--- config.mk ---
export PLATFORM = sky130hd
export DESIGN_NAME = uart_tx_buffered
export DESIGN_NICKNAME = d
export VERILOG_FILES = /design/src/rtl/uart_pkg.sv /design/src/rtl/sync_fifo.sv /design/src/rtl/uart_tx_buffered.sv
export SDC_FILE = /design/constraint.sdc
export NUM_CORES = 1
export LEC_CHECK = 0
export CAP_MARGIN = 0
export CORE_MARGIN = 2
export CORE_UTILIZATION = 50
export CTS_CLUSTER_SIZE = 28
export DETAILED_ROUTE_END_ITERATION = 7
export PLACE_DENSITY = 0.71
export SETUP_SLACK_MARGIN = 0.4
export SLEW_MARGIN = 30
export SYNTH_ARGS = -nofsm -noshare
export SYNTH_HDL_FRONTEND = slang
export SYNTH_SLANG_ARGS = --single-unit
--- constraint.sdc ---
create_clock -name clk_in -period 4.2 [get_ports clk_in]
set_clock_uncertainty 0.15 [all_clocks]
set_input_delay 0.84 -clock clk_in [delete_from_list [all_inputs] [get_ports clk_in]]
set_output_delay 0.84 -clock clk_in [all_outputs]
set_load 0.005 [all_outputs]
--- src/rtl/uart_pkg.sv ---
// Shared types and helpers for the buffered UART blocks.
package uart_pkg;

    typedef enum logic [1:0] {
        PAR_NONE = 2'd0,
        PAR_ODD  = 2'd1,
        PAR_EVEN = 2'd2
    } parity_t;

    typedef enum logic [2:0] {
        ST_IDLE,
        ST_START,
        ST_DATA,
        ST_PARITY,
        ST_STOP
    } tx_state_t;

    function automatic int cycles_per_bit(input int clk_hz, input int baud);
        return clk_hz / baud;
    endfunction

endpackage

--- src/rtl/sync_fifo.sv ---
// Single-clock FIFO with occupancy count; the extra count bit separates full from empty.
module sync_fifo #(
    parameter int WIDTH = 8,
    parameter int DEPTH = 16
) (
    input  logic                     clk,
    input  logic                     rst,
    input  logic                     push,
    input  logic [WIDTH-1:0]         wr_data,
    input  logic                     pop,
    output logic [WIDTH-1:0]         rd_data,
    output logic                     full,
    output logic                     empty,
    output logic [$clog2(DEPTH):0]   count
);

    localparam int AW = $clog2(DEPTH);
    localparam logic [AW:0] FULL_CNT = (AW+1)'(DEPTH);

    logic [WIDTH-1:0] mem [DEPTH];
    logic [AW-1:0]    wr_ptr;
    logic [AW-1:0]    rd_ptr;
    logic             do_push;
    logic             do_pop;

    // A push while full is refused even if a pop happens on the same edge.
    assign full    = (count == FULL_CNT);
    assign empty   = (count == '0);
    assign do_push = push && !full;
    assign do_pop  = pop && !empty;
    assign rd_data = mem[rd_ptr];

    always_ff @(posedge clk) begin
        if (rst) begin
            wr_ptr <= '0;
            rd_ptr <= '0;
            count  <= '0;
        end else begin
            if (do_push) wr_ptr <= wr_ptr + 1'b1;
            if (do_pop)  rd_ptr <= rd_ptr + 1'b1;
            case ({do_push, do_pop})
                2'b10:   count <= count + 1'b1;
                2'b01:   count <= count - 1'b1;
                default: count <= count;
            endcase
        end
    end

    always_ff @(posedge clk) begin
        if (do_push) mem[wr_ptr] <= wr_data;
    end

endmodule

--- src/rtl/uart_tx_buffered.sv ---
// FIFO-buffered UART transmitter: queued bytes are framed and sent back-to-back.
module uart_tx_buffered
    import uart_pkg::*;
#(
    parameter int CLK_HZ     = 100_000_000,
    parameter int BAUD       = 115200,
    parameter int DATA_BITS  = 8,
    parameter int PARITY     = 0,
    parameter int STOP_BITS  = 1,
    parameter int FIFO_DEPTH = 16
) (
    input  logic                          clk_in,
    input  logic                          rst_in,
    input  logic                          valid_in,
    input  logic [DATA_BITS-1:0]          data_in,
    output logic                          ready_out,
    output logic                          uart_txd_out,
    output logic                          busy_out,
    output logic [$clog2(FIFO_DEPTH):0]   fill_out,
    output logic                          overflow_out
);

    localparam int CPB   = cycles_per_bit(CLK_HZ, BAUD);
    localparam int CNT_W = (CPB > 1) ? $clog2(CPB) : 1;
    localparam int IDX_W = 4;

    if (CPB < 2) begin : g_bad_cpb
        $error("uart_tx_buffered: CLK_HZ/BAUD must be at least 2");
    end
    if (DATA_BITS < 5 || DATA_BITS > 9) begin : g_bad_data_bits
        $error("uart_tx_buffered: DATA_BITS must be 5..9");
    end
    if (PARITY < 0 || PARITY > 2) begin : g_bad_parity
        $error("uart_tx_buffered: PARITY must be 0, 1 or 2");
    end
    if (STOP_BITS < 1 || STOP_BITS > 2) begin : g_bad_stop
        $error("uart_tx_buffered: STOP_BITS must be 1 or 2");
    end
    if (FIFO_DEPTH < 2 || (FIFO_DEPTH & (FIFO_DEPTH - 1)) != 0) begin : g_bad_depth
        $error("uart_tx_buffered: FIFO_DEPTH must be a power of two >= 2");
    end

    tx_state_t            state;
    tx_state_t            state_next;
    logic [CNT_W-1:0]     baud_cnt;
    logic [IDX_W-1:0]     bit_idx;
    logic [DATA_BITS-1:0] shift;
    logic                 par_acc;
    logic                 txd;
    logic                 line_next;
    logic                 bit_done;
    logic                 pop;
    logic                 shift_en;
    logic                 idx_clr;
    logic                 idx_inc;
    logic                 overflow;
    logic [DATA_BITS-1:0] fifo_head;
    logic                 fifo_full;
    logic                 fifo_empty;

    function automatic logic parity_bit(input logic ones_xor);
        return (PARITY == int'(PAR_ODD)) ? ~ones_xor : ones_xor;
    endfunction

    sync_fifo #(
        .WIDTH (DATA_BITS),
        .DEPTH (FIFO_DEPTH)
    ) u_fifo (
        .clk     (clk_in),
        .rst     (rst_in),
        .push    (valid_in),
        .wr_data (data_in),
        .pop     (pop),
        .rd_data (fifo_head),
        .full    (fifo_full),
        .empty   (fifo_empty),
        .count   (fill_out)
    );

    assign bit_done     = (baud_cnt == CNT_W'(CPB - 1));
    assign ready_out    = !fifo_full;
    assign busy_out     = (state != ST_IDLE);
    assign uart_txd_out = txd;
    assign overflow_out = overflow;

    // The line level is computed for the state being entered so it registers on the same edge.
    always_comb begin
        state_next = state;
        line_next  = txd;
        pop        = 1'b0;
        shift_en   = 1'b0;
        idx_clr    = 1'b0;
        idx_inc    = 1'b0;
        case (state)
            ST_IDLE: begin
                line_next = 1'b1;
                if (!fifo_empty) begin
                    state_next = ST_START;
                    pop        = 1'b1;
                    line_next  = 1'b0;
                end
            end
            ST_START: begin
                if (bit_done) begin
                    state_next = ST_DATA;
                    line_next  = shift[0];
                    idx_clr    = 1'b1;
                end
            end
            ST_DATA: begin
                if (bit_done) begin
                    shift_en = 1'b1;
                    if (bit_idx == IDX_W'(DATA_BITS - 1)) begin
                        idx_clr = 1'b1;
                        if (PARITY == 0) begin
                            state_next = ST_STOP;
                            line_next  = 1'b1;
                        end else begin
                            state_next = ST_PARITY;
                            line_next  = parity_bit(par_acc ^ shift[0]);
                        end
                    end else begin
                        idx_inc   = 1'b1;
                        line_next = shift[1];
                    end
                end
            end
            ST_PARITY: begin
                if (bit_done) begin
                    state_next = ST_STOP;
                    line_next  = 1'b1;
                    idx_clr    = 1'b1;
                end
            end
            ST_STOP: begin
                if (bit_done) begin
                    if (bit_idx == IDX_W'(STOP_BITS - 1)) begin
                        idx_clr = 1'b1;
                        if (!fifo_empty) begin
                            state_next = ST_START;
                            pop        = 1'b1;
                            line_next  = 1'b0;
                        end else begin
                            state_next = ST_IDLE;
                            line_next  = 1'b1;
                        end
                    end else begin
                        idx_inc   = 1'b1;
                        line_next = 1'b1;
                    end
                end
            end
            default: begin
                state_next = ST_IDLE;
                line_next  = 1'b1;
            end
        endcase
    end

    always_ff @(posedge clk_in) begin
        if (rst_in) begin
            state    <= ST_IDLE;
            txd      <= 1'b1;
            baud_cnt <= '0;
            bit_idx  <= '0;
            overflow <= 1'b0;
        end else begin
            state <= state_next;
            txd   <= line_next;
            if (state == ST_IDLE || bit_done) baud_cnt <= '0;
            else                              baud_cnt <= baud_cnt + 1'b1;
            if (idx_clr)      bit_idx <= '0;
            else if (idx_inc) bit_idx <= bit_idx + 1'b1;
            if (valid_in && !ready_out) overflow <= 1'b1;
        end
    end

    // Parity accumulates the bits already sent; it restarts on every load.
    always_ff @(posedge clk_in) begin
        if (pop) begin
            shift   <= fifo_head;
            par_acc <= 1'b0;
        end else if (shift_en) begin
            shift   <= shift >> 1;
            par_acc <= par_acc ^ shift[0];
        end
    end

endmodule

==> metrics.cfg, run 1 <==
[grt]
met3_usage_pct = 4.350
grt_max_degree = 22
grt_pass1_vias = 3876
grt_overflow = 0
grtUsageMet2_pct = 32.97
grt_antenna_before_repair = 0
grt_pass1_wl_mm = 21.22
grt_usage_pct = 19.31
top_usage_layer = met2
grt_use_met1_pct = 24.42

[critical_path]
crit_type = register to register
crit_fanout = 8
worstSetupStartpointType = register
slowest_stage = o41a_1
end_kind = register
reg2reg_depth = 13
critPathMostFrequentCell = ha_1
critPathRequiredTime_ns = 4.37
critPathMaxStageDelay_ns = 0.50
crit_arrival_ns = 3.78
path_cells = inv_1 -> ha_1 -> or3b_4 -> o41a_1 -> nor4_4 -> ha_4 -> xor2_1 -> ha_1 -> o21a_1 -> o21ai_0 -> nand2b_1 -> a211oi_1 -> mux2_2
cp-startpoint = bit_idx[0]$_SDFFE_PP0P_
r2r_start = bit_idx[0]$_SDFFE_PP0P_

[timing]
setup_viol = 0
fmax_mhz = 277.2
rsz0062_at_grt = false
hold_viol_final = 0
fin_crit_sh_pct = 85.88
relSlewSlack_pct = 42.16
tightestPinTransition_ns = 0.8644
period_needed_ns = 3.607
finalSetupTns_ns = 0
slew_viol_final = 0
setup_ws_ns = 0.5928

[route]
ant_nets = 0
routed_wl_mm = 13.28
viasPerCell = 5.670
drc = 0
drt_iter0_markers = 264
firstDrtPassIters = 5
wire_per_inst_um = 19.50
dr_total_vias = 3861

[synth]
ys_seq_area_share_pct = 66.86
synth_edf_count = 136
ys_async_sr_fraction_pct = 0
synth-seq-cells = 172
yosysUniqueCellTypes = 54
postSynthAreaPerCell_um2 = 15.72
synth_cells = 457
synth_area_um2 = 7186
synthFlopType = edfxtp_1
synth_nets = 480
synth-warning-count = 0

[pwr]
switchingPower_uw = 1408
p_comb_share_pct = 23.3
vdd_drop_max_mv = 0.4196
p_per_area_nw_per_um2 = 591.5
power.internal_uw = 3447
p_clk_share_pct = 31.7
p_leak_uw = 0.002683
swShare_pct = 29.01
p_seq_share_pct = 45.0
power.total_uw = 4855

[clock_network]
cts-buffers-inserted = 17
root_buffer = clkbuf_16
cts-htree-levels = 4
cts_sinks = 172
cts_setup_buffers = 0
insertion_delay_ns = 0.43
cts_tree = done
clock_path_buffers = 2
clkSlewWorstSetupHoldPaths_ns = 0.07

[run]
max_cap_violations = 0

[min_path]
holdPathStages = 1
hp-class = register to register
min_from = baud_cnt[0]$_SDFF_PP0_

[floorplanning]
start_util_pct = 51.57
die_area_um2 = 15350
io_pins = 20
core_area_um2 = 13930
num_rows = 43
die_h_um = 123.9
die_x_um = 123.9

[finish]
fin_nets = 512
antenna_cells = 0
final_cell_mix = edfxtp_1, nor2_1, dfxtp_1
layout_commonest_cell = edfxtp_1
syn_to_final_growth_pct = 14.23
drive_gt1_share_pct = 20.36

[status]
outcome = finished clean

[placement]
pre_cts_slack_ns = 0.4603
dpl.hpwl_mm = 8.465
io_buffers = 19
routabilityCongestion = 0.7664

[logic make-up after synthesis]
| family | after synthesis | synth area share, % |
|---|---|---|
| compound gates | 50 | 4.493 |
| xor+xnor | 19 | 2.316 |
| fa+ha+maj | 12 | 2.089 |
| buf+inv | 34 | 2.229 |
| flops | 172 | 66.86 |
| mux | 54 | 13.46 |
| simple gates | 116 | 8.550 |
[layout make-up]
type | instances | area (um^2)
Clock buffer | 17 | 425.4
Timing Repair Buffer | 37 | 325.3
Clock inverter | 14 | 151.4
Fill cell | 1014 | 5727
Multi-Input combinational cell | 251 | 2236
Inverter | 10 | 37.54
Tap cell | 180 | 225.2
Sequential cell | 172 | 4807
[registers in the layout, indices dropped and copies added (netlist names), named ones only]
| signal | count |
|---|---|
| u_fifo.mem | 128 |
| baud_cnt | 10 |
| shift | 8 |
| u_fifo.count | 5 |
| bit_idx | 4 |
| u_fifo.rd_ptr | 4 |
| u_fifo.wr_ptr | 4 |
| state | 3 |
| overflow_out | 1 |
| uart_txd_out | 1 |
[synth_stat cells (all sizes together), types with 9 or more instances]
cell type | instances | area share (%)
nor2b | 10 | 0.87
inv | 10 | 0.52
xor2 | 10 | 1.2
a21oi | 21 | 1.5
mux2i | 10 | 1.4
dfxtp | 36 | 10
nor3 | 9 | 0.70
clkbuf | 16 | 1.1
xnor2 | 9 | 1.1
ha | 12 | 2.1
mux2 | 11 | 1.7
mux4 | 33 | 10
nand2 | 14 | 0.73
nor2 | 46 | 2.4
edfxtp | 136 | 57
[path summary, 6_finish.rpt]
path | end | slack [ns]
worst max-delay path | u_fifo.count[4]$_SDFFE_PP0P_ | 0.59
worst min-delay path | baud_cnt[0]$_SDFF_PP0_ | 0.33
worst max register to register | u_fifo.count[4]$_SDFFE_PP0P_ | 0.59
worst min register to register | baud_cnt[0]$_SDFF_PP0_ | 0.33
[critical path, delay by kind of cell (launching register included)]
family / cells / cell delay, ns
flops: 1 / 0.33
simple gates: 3 / 0.77
mux: 1 / 0.36
compound gates: 4 / 1.07
fa+ha+maj: 3 / 0.64
buf+inv: 1 / 0.11
xor+xnor: 1 / 0.08
[through the flow]
| stage | cell area [um^2] | hold slack [ns] | util [%] | cells |
|---|---|---|---|---|
| 6_report | 8208 | 0.3299 | 58.90 | 681 |
| 5_1_grt | 8208 | 0.3502 | 58.90 | 681 |
| 4_1_cts | 8193 | 0.3352 | 58.79 | 681 |
| 3_5_place_dp | 7616 | 0.3225 | 54.66 | 650 |
| 3_3_place_gp | 7615 | 0.2939 | 54.65 | 650 |
| 2_1_floorplan | 7186 | 0.2798 | - | 457 |
[power groups by stage]
| stage | combinational (uW) | clock [uW] | sequential, uW |
|---|---|---|---|
| after global placement | 1100 | 0 | 2220 |
| after CTS | 1130 | 1560 | 2190 |
| after floorplan | 955 | 0 | 2100 |
| after detailed placement | 1130 | 0 | 2220 |
| after global routing | 1240 | 1630 | 2210 |
| final | 1130 | 1540 | 2190 |
[routing by layer]
metal	share of wire, %	routed length, um
met5	0	0
met1	43	5656
met4	1.2	159
met2	52	6928
met3	4.0	535
[timing repair]
| action | CTS | global route |
|---|---|---|
| gates resized for setup | 0 | 2 |
| hold buffers | 0 | 0 |
| setup endpoints to repair | 0 | 1 |
No activity file was read; power rests on OpenSTA's default activity.
==> run 2, diff against run 1 <==
Settings changed: PLACE_DENSITY 0.71 to 0.79.
==> metrics.cfg, run 2 (synthesized netlist as in run 1, its figures left out) <==
[clock_network]
insertion_delay_ns = 0.42
cts_setup_buffers = 0
cts-htree-levels = 4
cts_sinks = 172
clock_path_buffers = 2
root_buffer = clkbuf_16
clkSlewWorstSetupHoldPaths_ns = 0.07
cts-buffers-inserted = 17
cts_tree = done

[critical_path]
crit_arrival_ns = 3.69
r2r_setup_slack_ns = 0.67
crit_type = register to register
end_kind = register
timing.rr.end = u_fifo.count[4]$_SDFFE_PP0P_
path_cells = inv_1 -> ha_1 -> or3b_4 -> o41a_1 -> nor4_4 -> ha_4 -> xor2_1 -> ha_1 -> o21a_1 -> o21ai_0 -> nand2b_1 -> a211oi_1 -> mux2_2
crit_fanout = 8
critPathMostFrequentCell = ha_1
worstSetupStartpointType = register
slowest_stage = o41a_1
reg2reg_depth = 13
critPathRequiredTime_ns = 4.36
critPathMaxStageDelay_ns = 0.50
r2r_start = bit_idx[0]$_SDFFE_PP0P_

[grt]
grt_pass1_vias = 4007
grt_antenna_before_repair = 0
grt_max_degree = 21
grt_pass1_wl_mm = 21.37
grt_overflow = 0
grt_usage_pct = 19.29

[timing]
hold_ws_ns = 0.3168
setup_viol = 0
hold_viol_final = 0
slew_viol_final = 0
period_needed_ns = 3.532
fmax_mhz = 283.1
setup_ws_ns = 0.6683
rsz0062_at_grt = false
finalSetupTns_ns = 0
relSlewSlack_pct = 37.34
fin_crit_sh_pct = 84.09
tightestPinTransition_ns = 0.9365

[floorplanning]
num_rows = 43
die_area_um2 = 15350
die_x_um = 123.9
start_util_pct = 51.57
core_area_um2 = 13930
die_h_um = 123.9
io_pins = 20

[pwr]
vdd_drop_max_mv = 0.4355
p_leak_uw = 0.002652
p_per_area_nw_per_um2 = 589.6

[finish]
largest_register = u_fifo.mem
fin_nets = 509
reg_top3 = u_fifo.mem: 128 flops, baud_cnt: 10 flops, shift: 8 flops
multi_input_area_um2 = 2233
largest_reg_flops = 128
final.fill_count = 1017
syn_to_final_growth_pct = 13.70
final_cells = 679
final_cell_mix = edfxtp_1, nor2_1, dfxtp_1
drive_gt1_share_pct = 19.24
antenna_cells = 0
layout.area.seq_um2 = 4807
layout_commonest_cell = edfxtp_1

[route]
wire_per_inst_um = 19.72
firstDrtPassIters = 5
routed_wl_mm = 13.39
drc = 0
drt_iter0_markers = 357
dr_total_vias = 3965
viasPerCell = 5.839
ant_nets = 0

[placement]
io_buffers = 19
routabilityCongestion = 0.8777
dpl.hpwl_mm = 8.396
pre_cts_slack_ns = 0.4757
dp_cells = 647

[min_path]
min_from = baud_cnt[0]$_SDFF_PP0_
min_to = baud_cnt[0]$_SDFF_PP0_
hp-class = register to register
holdPathStages = 1

[run]
max_cap_violations = 0

[status]
outcome = finished clean

==> run 2: cell count changes in the layout (fill, tap and decap cells not counted), sizes merged <==
cell and change:
clkbuf +2, clkinvlp +1, inv -6, buf -3, clkinv +4
==> run 2: repair_timing <==
item	CTS	global route
resized for setup	0	2
hold buffers	0	0
setup endpoints to repair	0	1
==> run 2: critical path, delay by kind of cell, from the launching register on <==
kind,cells,cell delay (ns)
DFF,1,0.32
and+or+nand+nor,3,0.72
AOI/OAI and AO/OA,4,1.08
muxes,1,0.36
xor gates and xnor gates,1,0.08
adders and majority gates,3,0.63
buffers and inverters,1,0.10
==> run 2: how the worst max path moves through the flow <==
stage	startpoint	end
global placement	bit_idx[0]$_SDFFE_PP0P_	u_fifo.count[4]$_SDFFE_PP0P_
global route	bit_idx[0]$_SDFFE_PP0P_	u_fifo.count[4]$_SDFFE_PP0P_
floorplan	bit_idx[0]$_SDFFE_PP0P_	u_fifo.count[4]$_SDFFE_PP0P_
CTS	bit_idx[0]$_SDFFE_PP0P_	u_fifo.count[4]$_SDFFE_PP0P_
detailed placement	bit_idx[0]$_SDFFE_PP0P_	u_fifo.count[4]$_SDFFE_PP0P_
finish	bit_idx[0]$_SDFFE_PP0P_	u_fifo.count[4]$_SDFFE_PP0P_
==> run 2: power breakdown <==
part           internal [uW]  switching, uW  leakage [uW]
Combinational            605            575      0.000858
Clock                    821            646      0.000269
Sequential              2010            157       0.00153
Total                   3440           1380       0.00265
==> run 2: area by class of cell <==
cell class              count  share of cell area (%)
flip-flops and latches    172                   58.84
multi-input cells         251                   27.34
clock buffers              19                   5.299
repair buffers             34                   3.859
well taps                 180                   2.757
clock inverters            13                   1.455
inverters                  10                  0.4594
==> run 2: per-layer routing <==
| metal | GRT usage (%) | wire, um |
|---|---|---|
| met1 | 24.87 | 5651 |
| met2 | 32.21 | 6790 |
| met3 | 5.037 | 706 |
| met4 | 6.037 | 244 |
| met5 | 0 | 0 |
==> run 2: per-stage QoR <==
step	power [uW]	cell area [um^2]	util (%)
floorplan	3053	7186	-
global placement	3308	7605	54.57
detailed placement	3361	7605	54.57
CTS	4830	8157	58.53
global route	5055	8170	58.63
finish	4817	8170	58.63
==> run 3, diff against run 2 <==
Clock period 4.2 ns to 3.6 ns, I/O delays scaled along.
==> metrics.cfg, run 3 (synthesized netlist as in run 1, its figures left out) <==
[route]
dr_total_vias = 4087
top_layer_used = met4
ant_nets = 0
met3_length_um = 692
wire_per_inst_um = 20.47
drt_iter0_markers = 408
viasPerCell = 5.839
routed_wl_mm = 14.33
route.layer.met1.wl_mm = 6.140
drc = 0
firstDrtPassIters = 5
dr_wl_met2_mm = 7.229

[finish]
largest_reg_flops = 128
syn_to_final_growth_pct = 17.26
finalCoreUtilization_pct = 60.47
final_cells = 700
fin_nets = 530
antenna_cells = 0
layout_commonest_cell = edfxtp_1
reg_top3 = u_fifo.mem: 128 flops, baud_cnt: 10 flops, shift: 8 flops
largest_register = u_fifo.mem
drive_gt1_share_pct = 25.96
final_cell_mix = edfxtp_1, nor2_1, buf_4

[pwr]
p_clk_share_pct = 30.7
p_leak_uw = 0.002776
p_seq_share_pct = 43.7
p_comb_share_pct = 25.6
power.internal_uw = 4130
swShare_pct = 29.36
p_per_area_nw_per_um2 = 693.9
vdd_drop_max_mv = 0.4396
switchingPower_uw = 1716

[critical_path]
cp-startpoint = baud_cnt[0]$_SDFF_PP0_
critPathRequiredTime_ns = 3.76
end_kind = register
crit_type = register to register
crit_arrival_ns = 3.41
timing.rr.end = u_fifo.count[4]$_SDFFE_PP0P_
crit_fanout = 4
r2r_start = baud_cnt[0]$_SDFF_PP0_
worstSetupStartpointType = register
reg2reg_depth = 12
r2r_setup_slack_ns = 0.36

[floorplanning]
die_area_um2 = 15350
die_x_um = 123.9
io_pins = 20
die_h_um = 123.9
core_area_um2 = 13930
num_rows = 43
start_util_pct = 51.57

[min_path]
min_to = baud_cnt[0]$_SDFF_PP0_
hp-class = register to register
min_from = baud_cnt[0]$_SDFF_PP0_
holdPathStages = 1

[placement]
routabilityCongestion = 0.8174
pre_cts_slack_ns = 0.2731
dp_cells = 657
dpl.hpwl_mm = 9.062
io_buffers = 19

[clock_network]
ctsHoldBuffers = 0
cts-buffers-inserted = 17
clkSlewWorstSetupHoldPaths_ns = 0.07
insertion_delay_ns = 0.43
cts_tree = done
root_buffer = clkbuf_16
cts_sinks = 172
clock_path_buffers = 2
cts-htree-levels = 4

[timing]
setup_viol = 0
finalSetupTns_ns = 0
relSlewSlack_pct = 52.05
hold_viol_final = 0
fin_crit_sh_pct = 90.12
fmax_mhz = 308.2
tightestPinTransition_ns = 0.7193
slew_viol_final = 0
setup_ws_ns = 0.3555
period_needed_ns = 3.244
rsz0062_at_grt = true

[grt]
grt_overflow = 0
grt_usage_pct = 20.25
grt_pass1_vias = 4165
grt_max_degree = 23
grt_antenna_before_repair = 0
grt_pass1_wl_mm = 22.45

[run]
max_cap_violations = 0

[status]
outcome = finished clean

-- run 3: power groups by stage --
stage | logic [uW] | registers (uW) | clock network, uW
4_1_cts | 1430 | 2560 | 1830
3_5_place_dp | 1380 | 2600 | 0
3_3_place_gp | 1330 | 2580 | 0
2_1_floorplan | 1150 | 2450 | 0
6_report | 1500 | 2550 | 1790
5_1_grt | 1630 | 2590 | 1900
-- run 3: layer usage --
layer,vias up,global-route usage (%)
met3,26,5.082
li1,1850,-
met5,-,0
met2,139,33.62
met1,2072,26.09
met4,0,7.102
-- run 3: final cells by class --
type / instances / area [um^2]
fillers: 988 / 5509
flip-flops and latches: 172 / 4817
multi-input cells: 251 / 2300
repair buffers: 55 / 464.2
clock buffers: 17 / 425.4
well taps: 180 / 225.2
clock inverters: 15 / 156.4
inverters: 10 / 37.54
-- run 3: metrics by stage --
| step | total power (uW) | area (um^2) | hold WS [ns] |
|---|---|---|---|
| after floorplan | 3606 | 7237 | 0.2826 |
| after global placement | 3916 | 7709 | 0.2880 |
| after detailed placement | 3975 | 7710 | 0.3178 |
| after CTS | 5808 | 8362 | 0.3268 |
| after global routing | 6119 | 8426 | 0.3139 |
| final | 5846 | 8426 | 0.3085 |
-- run 3: worst max-delay path, cell delays in order, from the launching register on --
cell and delay, ns:
dfxtp_4 0.38, ha_4 0.13, or3b_4 0.39, o41a_1 0.49
nor4_4 0.23, ha_4 0.20, xor2_2 0.06, ha_2 0.20
o21a_1 0.18, o21ai_2 0.12, nand2b_1 0.09, a211oi_2 0.21
mux2_4 0.31
-- run 3: timing repair --
item                                    in CTS  in global routing
pin swaps                                    5                  6
endpoints found under the setup margin       2                  3
gates resized for setup                      7                  7
setup buffers                                7                  4
-- run 3: how the worst max path moves through the flow --
stage / endpoint / cells past startpoint
2_1_floorplan: u_fifo.count[4]$_SDFFE_PP0P_ / 14
3_3_place_gp: u_fifo.count[4]$_SDFFE_PP0P_ / 12
3_5_place_dp: u_fifo.count[4]$_SDFFE_PP0P_ / 12
4_1_cts: u_fifo.count[4]$_SDFFE_PP0P_ / 13
5_1_grt: u_fifo.count[4]$_SDFFE_PP0P_ / 12
6_report: u_fifo.count[4]$_SDFFE_PP0P_ / 12
